`config.mk`:
```
export PLATFORM = sky130hd
export DESIGN_NAME = trap_ctrl_flat
export DESIGN_NICKNAME = d
export VERILOG_FILES = /design/src/rtl/trap_pkg.sv /design/src/rtl/trap_ctrl_if.sv /design/src/rtl/irq_prio_enc.sv /design/src/rtl/trap_ctrl.sv /design/src/flat_wrapper.sv
export SDC_FILE = /design/constraint.sdc
export NUM_CORES = 1
export LEC_CHECK = 0
export BUFFER_PORTS_ARGS = -buffer_cell sky130_fd_sc_hd__buf_2
export CAP_MARGIN = 20
export CELL_PAD_IN_SITES_DETAIL_PLACEMENT = 1
export CELL_PAD_IN_SITES_GLOBAL_PLACEMENT = 1
export CORE_UTILIZATION = 23
export DETAILED_ROUTE_END_ITERATION = 10
export PLACE_DENSITY_LB_ADDON = 0.1
export SYNTH_ARGS = -nofsm -noshare
export SYNTH_HDL_FRONTEND = slang
export SYNTH_SLANG_ARGS = --single-unit
```
`constraint.sdc`:
```
create_clock -name clk -period 1.4 [get_ports clk]
set_input_delay 0.14 -clock clk [delete_from_list [all_inputs] [get_ports clk]]
set_output_delay 0.14 -clock clk [all_outputs]
set_load 0.05 [all_outputs]
```
`src/rtl/trap_pkg.sv`:
```
// Shared types and constants for the trap sequencer.
//   trap_state_e  : FSM state encoding used by trap_ctrl
//   CAUSE_ECALL_M : mcause value for an environment call from M-mode
//   cause_irq()   : builds an interrupt mcause (bit 31 set, code base+idx)
package trap_pkg;

    typedef enum logic [2:0] {
        ST_IDLE,
        ST_FLUSH,
        ST_COMMIT,
        ST_REDIRECT,
        ST_IN_TRAP,
        ST_RETURN
    } trap_state_e;

    localparam logic [31:0] CAUSE_ECALL_M = 32'h0000_000B;

    // Interrupt causes carry the interrupt flag in bit 31; the remaining
    // bits hold the line's cause code.
    function automatic logic [31:0] cause_irq(input int unsigned base,
                                              input int unsigned idx);
        logic [30:0] code;
        code = 31'(base + idx);
        return {1'b1, code};
    endfunction

endpackage

```
`src/rtl/trap_ctrl_if.sv`:
```
// Bundle of every signal exchanged between trap_ctrl and its neighbours
// (pipeline, interrupt sources, CSR file).
//   master : the environment side (drives requests/CSR values, observes
//            flush, commit and redirect)
//   slave  : the trap_ctrl side
// Signals:
//   ecall, mret     one-cycle pulses from EX
//   irq_i, mie_i    level interrupt requests and their enables
//   global_ie       mstatus.MIE
//   pipe_empty      no valid instruction in ID/EX/MEM
//   mtvec_i, mepc_i current CSR values
//   flush, trap_commit, mcause_o, pc_load, pc_target, in_trap,
//   irq_pending_o, err_nested, flush_timeout   sequencer outputs
interface trap_ctrl_if #(
    parameter int NUM_IRQ = 4
) ();

    logic               ecall;
    logic [NUM_IRQ-1:0] irq_i;
    logic [NUM_IRQ-1:0] mie_i;
    logic               global_ie;
    logic               mret;
    logic               pipe_empty;
    logic [31:0]        mtvec_i;
    logic [31:0]        mepc_i;

    logic               flush;
    logic               trap_commit;
    logic [31:0]        mcause_o;
    logic               pc_load;
    logic [31:0]        pc_target;
    logic               in_trap;
    logic [NUM_IRQ-1:0] irq_pending_o;
    logic               err_nested;
    logic               flush_timeout;

    modport master (
        output ecall, irq_i, mie_i, global_ie, mret, pipe_empty,
               mtvec_i, mepc_i,
        input  flush, trap_commit, mcause_o, pc_load, pc_target, in_trap,
               irq_pending_o, err_nested, flush_timeout
    );

    modport slave (
        input  ecall, irq_i, mie_i, global_ie, mret, pipe_empty,
               mtvec_i, mepc_i,
        output flush, trap_commit, mcause_o, pc_load, pc_target, in_trap,
               irq_pending_o, err_nested, flush_timeout
    );

endinterface

```
`src/rtl/irq_prio_enc.sv`:
```
// Lowest-index-wins priority encoder.
//   req   : request vector
//   valid : at least one request is set
//   idx   : index of the lowest set request (0 when valid=0)
module irq_prio_enc #(
    parameter int N     = 4,
    parameter int IDX_W = (N > 1) ? $clog2(N) : 1
) (
    input  logic [N-1:0]     req,
    output logic             valid,
    output logic [IDX_W-1:0] idx
);

    // Scanning from the top down lets the lowest set bit overwrite any
    // higher one, so the final value is the lowest-index request.
    always_comb begin
        valid = 1'b0;
        idx   = '0;
        for (int i = N - 1; i >= 0; i--) begin
            if (req[i]) begin
                valid = 1'b1;
                idx   = IDX_W'(i);
            end
        end
    end

endmodule

```
`src/rtl/trap_ctrl.sv`:
```
// Trap sequencer between the pipeline, the interrupt sources and the CSR
// file. Takes an ecall or the lowest-index eligible interrupt, flushes the
// pipeline, strobes the CSR file to latch mepc/mcause, redirects fetch to
// mtvec, blocks further traps until mret and then redirects fetch to mepc.
// Ports:
//   clk  : clock
//   rst  : synchronous active-high reset
//   bus  : trap_ctrl_if.slave carrying all request, CSR and output signals
module trap_ctrl
    import trap_pkg::*;
#(
    parameter int NUM_IRQ        = 4,
    parameter int IRQ_CAUSE_BASE = 16,
    parameter int FLUSH_MAX      = 8
) (
    input logic         clk,
    input logic         rst,
    trap_ctrl_if.slave  bus
);

    localparam int IDX_W = (NUM_IRQ > 1) ? $clog2(NUM_IRQ) : 1;
    localparam int CNT_W = $clog2(FLUSH_MAX + 1);

    trap_state_e        state_q, state_d;
    logic [NUM_IRQ-1:0] pending_q, pending_d;
    logic [NUM_IRQ-1:0] clr_mask;
    logic [31:0]        cause_q, cause_d;
    logic [IDX_W-1:0]   idx_q, idx_d;
    logic               is_irq_q, is_irq_d;
    logic [CNT_W-1:0]   cnt_q, cnt_d;
    logic               err_q, err_d;
    logic               tmo_q, tmo_d;

    logic [NUM_IRQ-1:0] eligible;
    logic               irq_valid;
    logic [IDX_W-1:0]   irq_idx;

    logic               flush;
    logic               trap_commit;
    logic [31:0]        mcause;
    logic               pc_load;
    logic [31:0]        pc_target;
    logic               in_trap;

    // Only registered pending bits count; a request is taken the cycle
    // after it is first seen.
    assign eligible = pending_q & bus.mie_i & {NUM_IRQ{bus.global_ie}};

    irq_prio_enc #(
        .N     (NUM_IRQ),
        .IDX_W (IDX_W)
    ) u_prio (
        .req   (eligible),
        .valid (irq_valid),
        .idx   (irq_idx)
    );

    // A new request on a line wins over the clear of that same line.
    assign pending_d = (pending_q & ~clr_mask) | bus.irq_i;

    always_ff @(posedge clk) begin
        if (rst) begin
            state_q   <= ST_IDLE;
            pending_q <= '0;
            cause_q   <= '0;
            idx_q     <= '0;
            is_irq_q  <= 1'b0;
            cnt_q     <= '0;
            err_q     <= 1'b0;
            tmo_q     <= 1'b0;
        end else begin
            state_q   <= state_d;
            pending_q <= pending_d;
            cause_q   <= cause_d;
            idx_q     <= idx_d;
            is_irq_q  <= is_irq_d;
            cnt_q     <= cnt_d;
            err_q     <= err_d;
            tmo_q     <= tmo_d;
        end
    end

    // Next-state and Moore outputs. ecall is only acted upon in IDLE (take)
    // and IN_TRAP (flag as nested); in the other states the instruction is
    // being squashed so the pulse is dropped.
    always_comb begin
        state_d     = state_q;
        cause_d     = cause_q;
        idx_d       = idx_q;
        is_irq_d    = is_irq_q;
        cnt_d       = cnt_q;
        err_d       = err_q;
        tmo_d       = tmo_q;
        clr_mask    = '0;
        flush       = 1'b0;
        trap_commit = 1'b0;
        mcause      = '0;
        pc_load     = 1'b0;
        pc_target   = '0;
        in_trap     = 1'b0;

        case (state_q)
            ST_IDLE: begin
                if (bus.ecall) begin
                    cause_d  = CAUSE_ECALL_M;
                    is_irq_d = 1'b0;
                    state_d  = ST_FLUSH;
                end else if (irq_valid) begin
                    cause_d  = cause_irq(32'(IRQ_CAUSE_BASE), 32'(irq_idx));
                    idx_d    = irq_idx;
                    is_irq_d = 1'b1;
                    state_d  = ST_FLUSH;
                end
            end

            ST_FLUSH: begin
                flush = 1'b1;
                if (bus.pipe_empty) begin
                    cnt_d   = '0;
                    state_d = ST_COMMIT;
                end else if (cnt_q == CNT_W'(FLUSH_MAX - 1)) begin
                    // Pipeline never drained; proceed anyway and record it.
                    cnt_d   = '0;
                    tmo_d   = 1'b1;
                    state_d = ST_COMMIT;
                end else begin
                    cnt_d = cnt_q + CNT_W'(1);
                end
            end

            ST_COMMIT: begin
                flush       = 1'b1;
                trap_commit = 1'b1;
                mcause      = cause_q;
                if (is_irq_q) begin
                    clr_mask[idx_q] = 1'b1;
                end
                state_d = ST_REDIRECT;
            end

            ST_REDIRECT: begin
                flush     = 1'b1;
                pc_load   = 1'b1;
                pc_target = bus.mtvec_i & 32'hFFFF_FFFC;
                state_d   = ST_IN_TRAP;
            end

            ST_IN_TRAP: begin
                in_trap = 1'b1;
                if (bus.mret) begin
                    state_d = ST_RETURN;
                end else if (bus.ecall) begin
                    err_d = 1'b1;
                end
            end

            ST_RETURN: begin
                in_trap   = 1'b1;
                pc_load   = 1'b1;
                pc_target = bus.mepc_i;
                state_d   = ST_IDLE;
            end

            default: begin
                state_d = ST_IDLE;
            end
        endcase
    end

    assign bus.flush         = flush;
    assign bus.trap_commit   = trap_commit;
    assign bus.mcause_o      = mcause;
    assign bus.pc_load       = pc_load;
    assign bus.pc_target     = pc_target;
    assign bus.in_trap       = in_trap;
    assign bus.irq_pending_o = pending_q;
    assign bus.err_nested    = err_q;
    assign bus.flush_timeout = tmo_q;

endmodule

```
`src/flat_wrapper.sv`:
```
// flat-port wrapper written by rule: the top's interface ports become plain ports
module trap_ctrl_flat import trap_pkg::*;
#(
    parameter int NUM_IRQ        = 4,
    parameter int IRQ_CAUSE_BASE = 16,
    parameter int FLUSH_MAX      = 8
)
  (clk, rst, bus_ecall, bus_irq_i, bus_mie_i, bus_global_ie, bus_mret, bus_pipe_empty, bus_mtvec_i, bus_mepc_i, bus_flush, bus_trap_commit, bus_mcause_o, bus_pc_load, bus_pc_target, bus_in_trap, bus_irq_pending_o, bus_err_nested, bus_flush_timeout);
  trap_ctrl_if #(.NUM_IRQ(NUM_IRQ)) bus_i ();
  input logic clk;
  input logic rst;
  input wire logic [$bits(bus_i.ecall)-1:0] bus_ecall;
  input wire logic [$bits(bus_i.irq_i)-1:0] bus_irq_i;
  input wire logic [$bits(bus_i.mie_i)-1:0] bus_mie_i;
  input wire logic [$bits(bus_i.global_ie)-1:0] bus_global_ie;
  input wire logic [$bits(bus_i.mret)-1:0] bus_mret;
  input wire logic [$bits(bus_i.pipe_empty)-1:0] bus_pipe_empty;
  input wire logic [$bits(bus_i.mtvec_i)-1:0] bus_mtvec_i;
  input wire logic [$bits(bus_i.mepc_i)-1:0] bus_mepc_i;
  output wire logic [$bits(bus_i.flush)-1:0] bus_flush;
  output wire logic [$bits(bus_i.trap_commit)-1:0] bus_trap_commit;
  output wire logic [$bits(bus_i.mcause_o)-1:0] bus_mcause_o;
  output wire logic [$bits(bus_i.pc_load)-1:0] bus_pc_load;
  output wire logic [$bits(bus_i.pc_target)-1:0] bus_pc_target;
  output wire logic [$bits(bus_i.in_trap)-1:0] bus_in_trap;
  output wire logic [$bits(bus_i.irq_pending_o)-1:0] bus_irq_pending_o;
  output wire logic [$bits(bus_i.err_nested)-1:0] bus_err_nested;
  output wire logic [$bits(bus_i.flush_timeout)-1:0] bus_flush_timeout;
  assign bus_i.ecall = bus_ecall;
  assign bus_i.irq_i = bus_irq_i;
  assign bus_i.mie_i = bus_mie_i;
  assign bus_i.global_ie = bus_global_ie;
  assign bus_i.mret = bus_mret;
  assign bus_i.pipe_empty = bus_pipe_empty;
  assign bus_i.mtvec_i = bus_mtvec_i;
  assign bus_i.mepc_i = bus_mepc_i;
  assign bus_flush = bus_i.flush;
  assign bus_trap_commit = bus_i.trap_commit;
  assign bus_mcause_o = bus_i.mcause_o;
  assign bus_pc_load = bus_i.pc_load;
  assign bus_pc_target = bus_i.pc_target;
  assign bus_in_trap = bus_i.in_trap;
  assign bus_irq_pending_o = bus_i.irq_pending_o;
  assign bus_err_nested = bus_i.err_nested;
  assign bus_flush_timeout = bus_i.flush_timeout;
  trap_ctrl #(.NUM_IRQ(NUM_IRQ), .IRQ_CAUSE_BASE(IRQ_CAUSE_BASE), .FLUSH_MAX(FLUSH_MAX)) u_core (.clk(clk), .rst(rst), .bus(bus_i));
endmodule
```
After elaboration in Yosys (flattened, before gate mapping)
Cells that the tools add are included.

Output and inout port bits: 74. Word-level logic and storage cells: 70. Bits of input ports: 78. Register bits after elaboration: 48.

Equality and inequality tests: 9. Order comparisons: 2. Add/sub/neg operators: 2. Reductions and logical operators: 11. Bitwise gates (word level): 8. Muxes and demuxes: 30.

Operator list (count): $mux 32 (3); $pmux 32 s2 (1); $mux 4 (4); $mux 3 (5); $pmux 3 s5 (1); $and 4x4->4 (3); $reduce_and 3->1 (4); $mux 1 (11); $mux 2 (4); $add 5x2->6 const A (1); $eq 3x2->1 const B (2); $eq 3x3->1 const B (2); $ne 3x2->1 const B (2); $add 4x1->4 const B (1); $eq 4x3->1 const B (1); $not 4->4 (1); $or 4x4->4 (1); $reduce_or 2->1 (2); $eq 3x1->1 const B (1); $logic_not 3->1 (1); $lt 2x3->1 const B (1); $not 1->1 (3); $reduce_or 3->1 (1); $demux 1 s2 (1); 5 further kinds (5).

Longest topological paths before layout
Word-level depth: 9. Mapped depth: 6. Mapped depth without buffers: 4.

Hierarchy
A second synthesis with hierarchy kept.

Cells, all modules: 184. Area total of the unflattened synthesis: 1475.2 µm².

Modules (own cells, without submodules): trap_ctrl (seq. area each 380.4 µm², cells an instance 177, times used 1, area each 1440.1 µm²); irq_prio_enc (seq. area each 0.0 µm², cells an instance 7, times used 1, area each 35.0 µm²).

Worst setup path before layout
OpenSTA, ideal clock, no wires.

Path kind: register -> output. Start: register u_core.state_q[1]. End: output bus_mcause_o[31]. Path buffers: 2. Stages on the path, launching flop included: 6. Data required time: 1260 ps. Arrival time: 2135 ps. Slack: -875 ps. Cell sequence: dfxtp_1 -> buf_6 -> nor3b_2 -> nand2_1 -> inv_1 -> buf_4.

Cells in the longest elaborated chain, start to end: 2.

Ends and longest elaborated chain: from (decl) (RTL line trap_ctrl.sv:24) `trap_state_e state_q, state_d;`; from (signal assigned) (RTL line trap_ctrl.sv:72) `state_q <= state_d;`; $eq 3x2->1 (RTL line trap_ctrl.sv:102) `case (state_q)`; $mux 32 (RTL line trap_ctrl.sv:102); to (decl) (RTL line flat_wrapper.sv:22) `output wire logic [$bits(bus_i.mcause_o)-1:0] bus_mcause_o;`.

No other way between the ends.

Worst setup path after layout
Start: register u_core.state_q[2]. End: output bus_pc_target[5].

Cells in the longest elaborated chain, start to end: 2. Elaborated cells between the ends (all ways): 3. Classes of those cells: eq/ne: 2; mux: 1.

Ends and longest elaborated chain: $eq 3x3->1 or $eq 3x2->1 (tied branches) (RTL line trap_ctrl.sv:102); $pmux 32 s2 * (RTL line trap_ctrl.sv:102); to (decl) (RTL line flat_wrapper.sv:24) `output wire logic [$bits(bus_i.pc_target)-1:0] bus_pc_target;`.

Mark *: on every way between the ends. The rest lies on a longest branch, timed or not.

==> flow_metrics.env <==
export IMPL_cts_num_sinks=19
export IMPL_result_of_the_run="finished, violations left"
export IMPL_clock_root_buffer="sky130_fd_sc_hd__clkbuf_8"
export IMPL_floorplan_core_area_mm2=0.00635
export IMPL_setup_repair_after_global_routing_missed_its_margin="yes"
export IMPL_route_vias_total=1851
export IMPL_synth_ff_type="sky130_fd_sc_hd__dfxtp_1"
export IMPL_fin_crit_ps=1610
export IMPL_antenna_left=0
export IMPL_peakVddDrop_v=0.000519
export IMPL_detail_route_met3_wl_um=329
export IMPL_synthToLayoutAreaGrowth_pct=107
export IMPL_die_width_um=83.1
export IMPL_post_synth_cell_area_avg_um2=8.84
export IMPL_highest_layer="met4"
export IMPL_fin_util=0.492
export IMPL_clock_tree_buffer_depth=2
export IMPL_synth_area_mm2=0.00151
export IMPL_wl_met2_um=3210
export IMPL_first_global_vias=1838
export IMPL_start_util=0.238
export IMPL_gp_congestion=0.711
export IMPL_globalRouteOverflowTotal=0
export IMPL_post_cts_hold_buffer_count=0
export IMPL_violations="setup timing"
export IMPL_drcViolationCount=0
export IMPL_layout_commonest_cell="sky130_fd_sc_hd__buf_2"
export IMPL_number_of_enable_type_register_cells_in_the_synthesized_netlist=0
export IMPL_vias_per_inst=4.70
export IMPL_drv_max_cap_violation_count=0
export IMPL_yosysWarnings=0
export IMPL_synth_top_cells_by_area="sky130_fd_sc_hd__dfxtp_1, sky130_fd_sc_hd__a22o_1, sky130_fd_sc_hd__buf_4"
export IMPL_timing_setup_critical_path_class="reg -> out"
export IMPL_most_common_layout_cells="sky130_fd_sc_hd__buf_2, sky130_fd_sc_hd__a22o_4, sky130_fd_sc_hd__conb_1, sky130_fd_sc_hd__buf_6, sky130_fd_sc_hd__buf_8"
export IMPL_critPathLaunchType="flip-flop"
export IMPL_cts_buffers=3
export IMPL_synthesized_instance_count=171
export IMPL_p_leak_nw=1.54
export IMPL_hold_viol_final=0
export IMPL_htree_num_levels=1
export IMPL_ff2ff_setup_slack_ps=-40
export IMPL_kind_of_end_point_of_the_critical_path="output port"
export IMPL_layout_worst_path_cycle_share=1.15
export IMPL_drive_gt1_frac=0.688
export IMPL_count_of_routing_violations_after_the_opening_detailed_route_iteration=36
export IMPL_ys_ff_latch=19
export IMPL_grt_first_pass_wirelength_um=9480
export IMPL_yosys_area_top_type="sky130_fd_sc_hd__dfxtp_1"
export IMPL_grt_use_total=0.168
export IMPL_synthDominantCellAreaShare=0.252
export IMPL_maxSlewViolCount=0
export IMPL_async_flop_share=0
export IMPL_first_pass_iters=4
export IMPL_max_freq_mhz=619
export IMPL_detail_route_wirelength_um=5960
export IMPL_met1_length_um=2360
export IMPL_path_clk_slew_ps=80
export IMPL_dp_hpwl_um=4630
export IMPL_core_rowCount=29
export IMPL_synth_cell_type_count=42
export IMPL_fin_nets=397
export IMPL_finClkSkew_ps=3.81
export IMPL_dieHeight_um=83.1
export IMPL_synth_seq_area_share=0.252
export IMPL_diodes=0
export IMPL_power_density_cell_area_mw_per_mm2=730
export IMPL_post_drt_wl_per_cell_um=15.1
export IMPL_floorplan_die_area_mm2=0.00690
export IMPL_hp_class="in -> reg"
export IMPL_skew_pair_late_insertion_delay_ps=250
export IMPL_data_required_critical_path_ps=1260
export IMPL_io_pin_count=152
export IMPL_port_buffers=122
export IMPL_setup_viol=44
export IMPL_tritoncts_clock_tree="yes"
export IMPL_post_layout_nonfiller_instances=394
export IMPL_grt_antenna_before_repair=0
export IMPL_grt_max_degree=19
export IMPL_postLayoutSetupSlackWorst_ps=-215
export IMPL_critical_path_fanout_max=18
export IMPL_crit_arrival_ps=1470
export IMPL_dp_cells=381
## final timing paths
check	start	end	cells past startpoint
worst min register to register	u_core.cnt_q[1]$_SDFFE_PP0N_	u_core.cnt_q[1]$_SDFFE_PP0N_	2
worst max-delay path	u_core.state_q[2]$_SDFFE_PP0P_	bus_pc_target[5]	4
worst min-delay path	bus_irq_i[2]	u_core.bus.irq_pending_o[2]$_SDFF_PP0_	3
worst max register to register	u_core.state_q[2]$_SDFFE_PP0P_	u_core.cnt_q[3]$_SDFFE_PP0N_	7
## critical path, stage by stage, from the launching register on
cell                      delay, ps
sky130_fd_sc_hd__dfxtp_4        370
sky130_fd_sc_hd__and3b_2        260
sky130_fd_sc_hd__buf_12         170
sky130_fd_sc_hd__a22o_4         270
sky130_fd_sc_hd__buf_8          150
## Yosys cell counts (3+ instances only)
| cell type | instances |
|---|---|
| sky130_fd_sc_hd__nand3b_1 | 6 |
| sky130_fd_sc_hd__a311oi_1 | 3 |
| sky130_fd_sc_hd__buf_4 | 28 |
| sky130_fd_sc_hd__inv_1 | 4 |
| sky130_fd_sc_hd__buf_2 | 6 |
| sky130_fd_sc_hd__a22o_1 | 32 |
| sky130_fd_sc_hd__and2_1 | 4 |
| sky130_fd_sc_hd__a221oi_1 | 3 |
| sky130_fd_sc_hd__dfxtp_1 | 19 |
| sky130_fd_sc_hd__o21ai_0 | 3 |
| sky130_fd_sc_hd__nor2_1 | 10 |
| sky130_fd_sc_hd__nor3_1 | 3 |
| sky130_fd_sc_hd__nand2_1 | 5 |
| sky130_fd_sc_hd__a21oi_1 | 9 |
## final cells by class
class / instances / area, um^2
sequential: 19 / 394
clock buffer: 4 / 45.0
fill: 726 / 3220
multi-input combinational: 135 / 1240
tap: 77 / 96.3
inverter: 4 / 18.8
timing repair buffer: 155 / 1330
## state kept, by name, indices dropped and copies added, names as in the netlist
signal                    cells
u_core.idx_q                  2
u_core.bus.err_nested         1
u_core.bus.irq_pending_o      4
u_core.cnt_q                  4
u_core.state_q                3
u_core.cause_q                4
u_core.bus.flush_timeout      1
## where the power goes
group	switching, mW	internal, mW
Combinational	0.732	0.533
Sequential	0.0395	0.587
Clock	0.189	0.202
## metrics by stage
| step | setup slack (ps) | TNS (ps) | hold WS (ps) | cell area [um^2] | power [mW] |
|---|---|---|---|---|---|
| global placement | -36.7 | -484 | 424 | 2560 | 1.70 |
| global route | -262 | -9620 | 166 | 3130 | 2.40 |
| floorplan | -453 | -2360 | 216 | 1980 | 1.45 |
| finish | -215 | -7190 | 156 | 3130 | 2.28 |
| CTS | -236 | -7770 | 159 | 2990 | 2.21 |
| detailed placement | -52.7 | -759 | 433 | 2560 | 1.71 |
## routing by layer
| metal | vias to the layer above | GRT usage |
|---|---|---|
| li1 | 888 | - |
| met1 | 875 | 0.196 |
| met2 | 84 | 0.326 |
| met3 | 4 | 0.0199 |
| met4 | 0 | 0.0282 |
| met5 | - | 0 |
## what timing repair did
| action | 4_1_cts | 5_1_grt |
|---|---|---|
| endpoints found under the hold margin | 0 | 0 |
| setup endpoints to repair | 40 | 49 |
| resized for setup | 109 | 23 |
| pin swaps | 3 | 15 |
| buffers inserted | 1 | 7 |
| cloned | 1 | 0 |
## cells by family (layout without fill, tap and decap cells)
logic type | Yosys count | after routing | synth area share
simple gates | 46 | 46 | 0.215
flops | 19 | 19 | 0.252
fa+ha+maj | 1 | 1 | 0.00828
compound gates | 61 | 61 | 0.325
buf+inv | 43 | 163 | 0.198
other cells | 1 | 27 | 0.00248
Note: power is estimated with default switching activity, not from simulation.
